File: src/rtl/cpu_pkg.sv
// Shared core definitions: datapath widths, fetch defaults, the fetch buffer
// entry and the instruction-memory address legality rule.
package cpu_pkg;

    localparam int              XLEN               = 32;
    localparam int              INSTR_W            = 32;
    localparam logic [XLEN-1:0] RESET_PC_DEFAULT   = 32'h0000_0000;
    localparam int              IMEM_WORDS_DEFAULT = 1024;

    typedef struct packed {
        logic [XLEN-1:0]    pc;
        logic [INSTR_W-1:0] instr;
    } fetch_entry_t;

    // Word-aligned and inside the memory; compared at XLEN+1 bits so a
    // memory spanning the full address space still has a representable limit.
    function automatic logic fetch_addr_ok(input logic [XLEN-1:0] addr,
                                           input int unsigned     words);
        logic [XLEN:0] limit;
        limit = {1'b0, words} << 2;
        return (addr[1:0] == 2'b00) && ({1'b0, addr} < limit);
    endfunction

endpackage

File: src/rtl/fetch_fifo.sv
// Shift-register fetch buffer: entry 0 is always the head, so the head
// outputs come straight from flops with no read mux.
module fetch_fifo
    import cpu_pkg::*;
#(
    parameter  int DEPTH = 2,
    localparam int CNT_W = $clog2(DEPTH + 1)
) (
    input  logic             clk,
    input  logic             rst,
    input  logic             push,
    input  fetch_entry_t     din,
    input  logic             pop,
    input  logic             flush,
    output logic [CNT_W-1:0] count,
    output logic             head_valid,
    output fetch_entry_t     head
);

    fetch_entry_t     mem [DEPTH];
    logic             do_pop;
    logic [CNT_W-1:0] wr_idx;

    assign do_pop     = pop && (count != '0);
    assign wr_idx     = count - CNT_W'(do_pop);
    assign head_valid = (count != '0);
    assign head       = mem[0];

    always_ff @(posedge clk) begin
        if (rst) begin
            count <= '0;
            for (int i = 0; i < DEPTH; i++) begin
                mem[i] <= '0;
            end
        end else if (flush) begin
            count <= '0;
        end else begin
            count <= count + CNT_W'(push) - CNT_W'(do_pop);
            if (do_pop) begin
                for (int i = 0; i < DEPTH - 1; i++) begin
                    mem[i] <= mem[i+1];
                end
            end
            // Written after the shift so a simultaneous push lands in the
            // slot the shift just vacated.
            for (int i = 0; i < DEPTH; i++) begin
                if (push && (CNT_W'(i) == wr_idx)) begin
                    mem[i] <= din;
                end
            end
        end
    end

endmodule

File: src/rtl/instr_fetch.sv
// Instruction fetch front end: owns the PC, issues reads to the synchronous
// instruction memory and buffers returned words for decode.
module instr_fetch
    import cpu_pkg::*;
#(
    parameter logic [XLEN-1:0] RESET_PC   = RESET_PC_DEFAULT,
    parameter int              IMEM_WORDS = IMEM_WORDS_DEFAULT,
    parameter int              DEPTH      = 2
) (
    input  logic               clk,
    input  logic               rst,
    output logic               InstrMemEn,
    output logic               InstrMemWr,
    output logic [XLEN-1:0]    Addr,
    input  logic [INSTR_W-1:0] instr,
    input  logic               redirect_valid,
    input  logic [XLEN-1:0]    redirect_pc,
    output logic               out_valid,
    input  logic               out_ready,
    output logic [INSTR_W-1:0] out_instr,
    output logic [XLEN-1:0]    out_pc,
    output logic               fault
);

    localparam int CNT_W = $clog2(DEPTH + 1);

    logic [XLEN-1:0]  pc;
    logic [XLEN-1:0]  pend_pc;
    logic             pending;
    logic [CNT_W-1:0] count;
    logic             pop;
    logic             room;
    logic             pc_ok;
    logic             try_issue;
    logic             issue;
    logic             push;
    fetch_entry_t     push_entry;
    fetch_entry_t     head;

    assign pop = out_valid && out_ready;

    // The in-flight word already owns a slot, so it counts against capacity.
    assign room = (32'(count) + 32'(pending) - 32'(pop)) < 32'(DEPTH);

    assign pc_ok     = fetch_addr_ok(pc, IMEM_WORDS);
    assign try_issue = !rst && !redirect_valid && !fault && room;
    assign issue     = try_issue && pc_ok;
    assign push      = pending && !redirect_valid;

    assign InstrMemEn = issue;
    assign InstrMemWr = 1'b0;
    assign Addr       = pc;

    assign push_entry = '{pc: pend_pc, instr: instr};

    fetch_fifo #(
        .DEPTH (DEPTH)
    ) u_fifo (
        .clk        (clk),
        .rst        (rst),
        .push       (push),
        .din        (push_entry),
        .pop        (pop),
        .flush      (redirect_valid),
        .count      (count),
        .head_valid (out_valid),
        .head       (head)
    );

    assign out_pc    = head.pc;
    assign out_instr = head.instr;

    always_ff @(posedge clk) begin
        if (rst) begin
            pc      <= RESET_PC;
            pend_pc <= '0;
            pending <= 1'b0;
            fault   <= 1'b0;
        end else if (redirect_valid) begin
            pc      <= redirect_pc;
            pending <= 1'b0;
            fault   <= !fetch_addr_ok(redirect_pc, IMEM_WORDS);
        end else begin
            pending <= issue;
            if (issue) begin
                pc      <= pc + XLEN'(4);
                pend_pc <= pc;
            end
            if (try_issue && !pc_ok) begin
                fault <= 1'b1;
            end
        end
    end

endmodule
File: config.mk
export PLATFORM = sky130hd
export DESIGN_NAME = instr_fetch
export DESIGN_NICKNAME = d
export VERILOG_FILES = /design/src/rtl/cpu_pkg.sv /design/src/rtl/fetch_fifo.sv /design/src/rtl/instr_fetch.sv
export SDC_FILE = /design/constraint.sdc
export NUM_CORES = 1
export LEC_CHECK = 0
export ABC_AREA = 1
export BUFFER_PORTS_ARGS = -buffer_cell sky130_fd_sc_hd__buf_4
export CAP_MARGIN = 30
export CORE_ASPECT_RATIO = 1.2
export CORE_UTILIZATION = 56
export DETAILED_ROUTE_END_ITERATION = 6
export PLACE_DENSITY = 0.87
export SLEW_MARGIN = 20
export SYNTH_ARGS = -nofsm -noshare
export SYNTH_HDL_FRONTEND = slang
export SYNTH_SLANG_ARGS = --single-unit
File: constraint.sdc
create_clock -name clk -period 4.5 [get_ports clk]
set_input_delay 0.45 -clock clk [delete_from_list [all_inputs] [get_ports clk]]
set_output_delay 0.45 -clock clk [all_outputs]
set_load 0.03 [all_outputs]
# Yosys cells after proc, flatten, opt, wreduce, memory -nomap -nowiden
# Memory sizes are Yosys's and may differ from the RTL's.
# Index checks and enable logic that the tools add are counted.
totals:
  ff_bits: 68
  elab_cells: 66
  mem_bits_rw: 128
  mem_count: 1
  in_bits: 68
  out_inout_bits: 100
op_classes:
  n_reduce_logical: 25
  n_eq_ne: 1
  muxes: 21
  n_bitwise: 4
  add_sub_neg: 6
  order_cmp: 3
memory_table:
  columns: ["name", "words", "width", "read_ports", "rd_clocked_by_memory_dff", "wr", "line_no", "rtl"]
  rows:
  - ["u_fifo.mem", 2, 64, 2, 0, 2, "fetch_fifo.sv:20", "fetch_entry_t mem [DEPTH];"]
ops:
  columns: ["op", "count"]
  rows:
  - ["64-bit two-way mux", 3]
  - ["32-bit by 13-bit < comparator with 1-bit output (second input constant)", 2]
  - ["32-bit two-way mux", 2]
  - ["32-bit by 3-bit adder with 32-bit output (second input constant)", 1]
  - ["32-bit by 2-bit < comparator with 1-bit output (second input constant)", 1]
  - ["1-bit two-way mux", 16]
  - ["1-bit logical AND", 12]
  - ["2-bit zero test", 3]
  - ["2-bit nonzero test", 3]
  - ["1-bit zero test", 5]
  - ["2-bit by 1-bit subtractor with 2-bit output", 2]
  - ["3-bit by 1-bit subtractor with 4-bit output", 1]
  - ["2-bit by 1-bit adder with 3-bit output", 1]
  - ["1-bit bitwise OR", 3]
  - ["2-bit by 1-bit adder with 2-bit output", 1]
  - ["1-bit by 2-bit equality test with 1-bit output (first input constant)", 1]
  - ["2-bit AND reduction", 1]
  - ["2-bit OR reduction", 1]
  - ["1-bit inverter", 1]

# Depth between registers and ports, before layout
depth:
  depth_word: 11
  depth_mapped: 19

# Modules after synthesis
# Synthesis repeated with hierarchy kept, for this count alone.
unflattened:
  cells_unflattened: 1103
  area_unflattened_um2: 9325.2
modules_own_cells:
  columns: ["mod", "area_per_inst_um2", "cells_each", "instances", "seq_area_each_um2"]
  rows:
  - ["fetch_fifo", 6545.0, 709, 1, 3883.7]
  - ["instr_fetch", 2780.2, 394, 1, 1321.3]

# Least setup slack after synthesis
# OpenSTA, ideal clock, no wires.
synth_timing:
  path_type: "register -> register"
  startpoint: "register u_fifo.count[1]"
  endpoint: "memory u_fifo.mem[0][0] (netlist bit), enable pin"
  t_arrival_ps: 3135
  setup_ps: 424
  stages_incl_launch_ff: 13
  setup_slack_ps: 941
  n_path_buf: 0
  cell_sequence: "dfxtp_1 > inv_1 > nand2_1 > nand2_1 > inv_1 > ha_1 > inv_1 > ha_1 > nor2_2 > nand3_4 > o21ai_2 > inv_2 > nand2_1"
synth_lines:
  columns: ["item", "line_no", "rtl"]
  rows:
  - ["start: declaration", "fetch_fifo.sv:15", "output logic [CNT_W-1:0] count,"]
  - ["start signal: assignment", "fetch_fifo.sv:38", "count <= count + CNT_W'(push) - CNT_W'(do_pop);"]
  - ["end: declaration", "fetch_fifo.sv:20", null]

# Final worst setup path
layout_timing:
  startpoint: "register u_fifo.count[1]"
  endpoint: "output port InstrMemEn"
layout_via:
  elab_chain_cells: 6
  elab_cells_between_ends: 7
layout_lines:
  columns: ["item", "line_no", "rtl"]
  rows:
  - ["branches (longest 2 deep; another with 2-bit by 1-bit adder with 3-bit output)", null, null]
  - ["3-bit by 1-bit subtractor with 4-bit output (*)", "instr_fetch.sv:43", "assign room = (32'(count) + 32'(pending) - 32'(pop)) < 32'(DEPTH);"]
  - ["32-bit by 2-bit < comparator with 1-bit output (*)", "instr_fetch.sv:43", null]
  - ["1-bit logical AND (*)", "instr_fetch.sv:46", "assign try_issue = !rst && !redirect_valid && !fault && room;"]
  - ["1-bit logical AND (*)", "instr_fetch.sv:47", "assign issue = try_issue && pc_ok;"]
  - ["end: declaration", "instr_fetch.sv:12", "output logic InstrMemEn,"]
# Mark *: on every way between the ends.

==> impl_metrics.py <==
metrics = {
    "placed_design": {
        "postPlaceCellArea_mm2": 0.009972,
        "io_buffers": 166,
        "dp_hpwl_um": 10960,
        "routabilityCongestion": 0.7846,
    },
    "logic_synthesis": {
        "synth-seq-cells": 196,
        "synth-seq-area-share_pct": 56.79,
        "syn_inst": 988,
        "synth_edf_count": 128,
        "ys_types": 37,
        "yosysMostFrequentCell": "nand2_1",
        "avgSynthCellArea_um2": 9.276,
        "async_flop_share_pct": 0,
        "netlist_area_mm2": 0.009165,
        "synth.top_cells.by_count": "243 x nand2_1, 173 x inv_1, 128 x edfxtp_1, 81 x buf_4, 68 x dfxtp_1",
        "yosysTopAreaCellShare_pct": 41.94,
        "synthFlopType": "edfxtp_1",
        "synth_top_area_cell": "edfxtp_1",
        "syn_nets": 1062,
        "yosysWarnings": 0,
        "synth_area_leaders": "edfxtp_1 42%, dfxtp_1 15%, nand2_1 10%, inv_1 7.1%, buf_4 6.6%",
    },
    "global_route": {
        "overflow": 0,
        "grt_pass1_vias": 5910,
        "grt_first_pass_wirelength_um": 27850,
        "grt_max_degree": 97,
        "track_usage_pct": 20.80,
        "antenna_found_initial": 0,
    },
    "critical_path": {
        "rr_worst_depth": 13,
        "slowest_delay_ns": 0.41,
        "worst_path_most_repeated_cell": "inv_1",
        "crit_chain": "inv_1 -> nand2_1 -> nand2_1 -> inv_1 -> ha_1 -> inv_1 -> nand2_1 -> inv_1 -> fa_1 -> nand3b_1 -> nor2_2 -> nand3_4 -> inv_1 -> buf_4 -> buf_4",
        "slowest_stage": "fa_1",
        "cp_max_fo": 23,
        "r2r-end": "u_fifo.mem[0][126]$_SDFFCE_PN0P_",
        "worstSetupEndpointType": "output port",
        "cp.buffers_inverters": 7,
        "required_ns": 4.05,
        "arrival_ns": 3.12,
        "path_class": "reg2out",
        "critPathTopFamily": "buffers and inverters",
        "rr_startpoint": "u_fifo.count[1]$_SDFF_PP0_",
        "rrSetupSlack_ns": 1.54,
        "cp-start-kind": "register",
    },
    "min_path": {
        "hp-start": "redirect_pc[17]",
        "hp-class": "in2reg",
        "hold_path_end": "Addr[17]$_SDFFE_PP0P_",
        "hold_depth": 3,
    },
    "clock_tree": {
        "cts_buffers": 17,
        "clockBufferDepth": 2,
        "cts_resized": 0,
        "root_buffer": "clkbuf_16",
        "htreeDepth": 4,
        "cts_sinks": 196,
        "ctsHoldBuffers": 0,
        "clkTransAtPathRegs_ns": 0.07,
        "cts_tree": "built",
        "insertion_delay_ns": 0.43,
        "cts_setup_buffers": 0,
    },
    "timing": {
        "slew_headroom_pct": 47.50,
        "max_freq_ghz": 0.2799,
        "worstMarginPinSlew_ns": 0.7875,
        "finalSetupTns_ns": 0,
        "rsz0062_at_grt": "no",
        "min_period_over_period_pct": 79.39,
        "period_needed_ns": 3.573,
        "hold_viol_final": 0,
        "fin_worst_skew_ns": 0.008363,
        "setup_viol": 0,
        "whs_ns": 0.2859,
        "slew_viol_final": 0,
    },
    "drt": {
        "top_layer": "met4",
        "routed_wl_um": 16840,
        "route.antenna.remaining_nets": 0,
        "route.vias.total": 6277,
        "routed-wl-met3_um": 901,
        "wl_met2_um": 8627,
        "wl_met1_um": 6983,
        "post_drt_wl_per_cell_um": 13.06,
        "via_per_inst": 4.870,
        "drcViolationCount": 0,
        "drt_iter0_markers": 449,
        "dr.pass1.iters": 5,
    },
    "power": {
        "p_leak_uw": 0.005303,
        "finalPower_uw": 3906,
        "vdd_ir_drop_max_mv": 0.2314,
        "power_density_mw_per_mm2": 367.7,
    },
    "cells_and_area": {
        "nNetsFinal": 1142,
        "multi_input_area_mm2": 0.002466,
        "fin_area_mm2": 0.01062,
        "syn2layout_area_growth_pct": 15.90,
        "finish.utilization_pct": 67.11,
        "antenna_cells": 0,
        "seqCellArea_mm2": 0.005205,
        "n_fill_cell": 1260,
        "drive_gt1_share_pct": 24.61,
    },
    "floorplanning": {
        "start_util_pct": 57.91,
        "num_io_pins": 168,
        "die_y_um": 142.1,
        "fp.dieW_um": 118.8,
        "fp.dieArea_mm2": 0.01688,
        "row_count": 50,
        "core-area_mm2": 0.01583,
    },
    "flow_run": {
        "drv_cap": 0,
    },
    "status": {
        "outcome": "finished, final reports clean",
    },
}
[how the worst max path moves through the flow]
stage                               startpoint                              to  slack (ns)  cells after the start
finish              u_fifo.count[1]$_SDFF_PP0_                      InstrMemEn        0.93                     15
global route        u_fifo.count[1]$_SDFF_PP0_                      InstrMemEn        0.59                     18
CTS                 u_fifo.count[1]$_SDFF_PP0_                      InstrMemEn        0.90                     18
detailed placement  u_fifo.count[1]$_SDFF_PP0_                      InstrMemEn        1.38                     18
global placement                     out_ready                      InstrMemEn        1.42                     17
floorplan           u_fifo.count[1]$_SDFF_PP0_  u_fifo.mem[0][0]$_SDFFCE_PN0P_        0.94                     12
[per-layer routing]
metal	vias to the layer above	track usage, %
met5	-	0
met4	0	8.328
met3	20	4.327
met2	194	36.75
met1	2864	24.79
li1	3199	-
[tightest hold or removal path, cell delays in order]
cell	delay [ns]
buf_4	0.11
nand2_1	0.05
a21oi_1	0.06
[kinds of logic after synthesis]
| family | count (synthesis) | share of synthesized area, % |
|---|---|---|
| and+or+nand+nor | 353 | 16.15 |
| buffers and inverters | 301 | 16.44 |
| DFF | 196 | 56.79 |
| AOI/OAI and AO/OA | 95 | 5.365 |
| muxes | 32 | 3.932 |
| adders and majority gates | 6 | 0.9010 |
| xor gates and xnor gates | 4 | 0.3823 |
| other | 1 | 0.04092 |
[stage by stage]
stage | worst slack [ns] | std cells
3_5_place_dp | 1.381 | 1256
5_1_grt | 0.5937 | 1289
3_3_place_gp | 1.418 | 1256
6_report | 0.9275 | 1289
4_1_cts | 0.9028 | 1288
2_1_floorplan | 0.9414 | 988
[power breakdown]
part / leakage (uW) / internal (uW) / switching (uW)
clock: 0.000303 / 946 / 649
combinational: 0.00313 / 123 / 190
sequential: 0.00188 / 1970 / 30.8
total: 0.00530 / 3040 / 870
[cells in the final DEF (no fill, tap or decap), types with 2 or more instances in the layout]
master and instances:
o21ai_1 10, nand2_2 2, xor2_1 2, clkbuf_16 17, nand2_4 2, nand2_1 240, xnor2_1 2, ha_1 5
o21ai_0 38, clkinv_2 3, nor3_1 24, nand3_4 2, dfxtp_1 68, inv_2 15, edfxtp_1 128, or2_2 2
a21oi_1 42, buf_12 3, bufinv_16 4, buf_4 169, a21o_2 2, mux2_2 32, nand3_1 43, inv_1 173
nand4_1 4, nor2_1 28, nor2_2 3
[cell type report]
type / instances / area share (%)
Multi-Input combinational cell: 491 / 23.22
Timing Repair Buffer: 173 / 12.77
Sequential cell: 196 / 49.00
Tap cell: 208 / 2.450
Clock inverter: 13 / 1.696
Clock buffer: 19 / 4.170
Inverter: 189 / 6.702
[sequential cells by signal, indices dropped and copies added (netlist names)]
signal and count:
u_fifo.mem 128, Addr 32, pend_pc 32, u_fifo.count 2
fault 1, pending 1
Power figures use the tool's default switching activity.
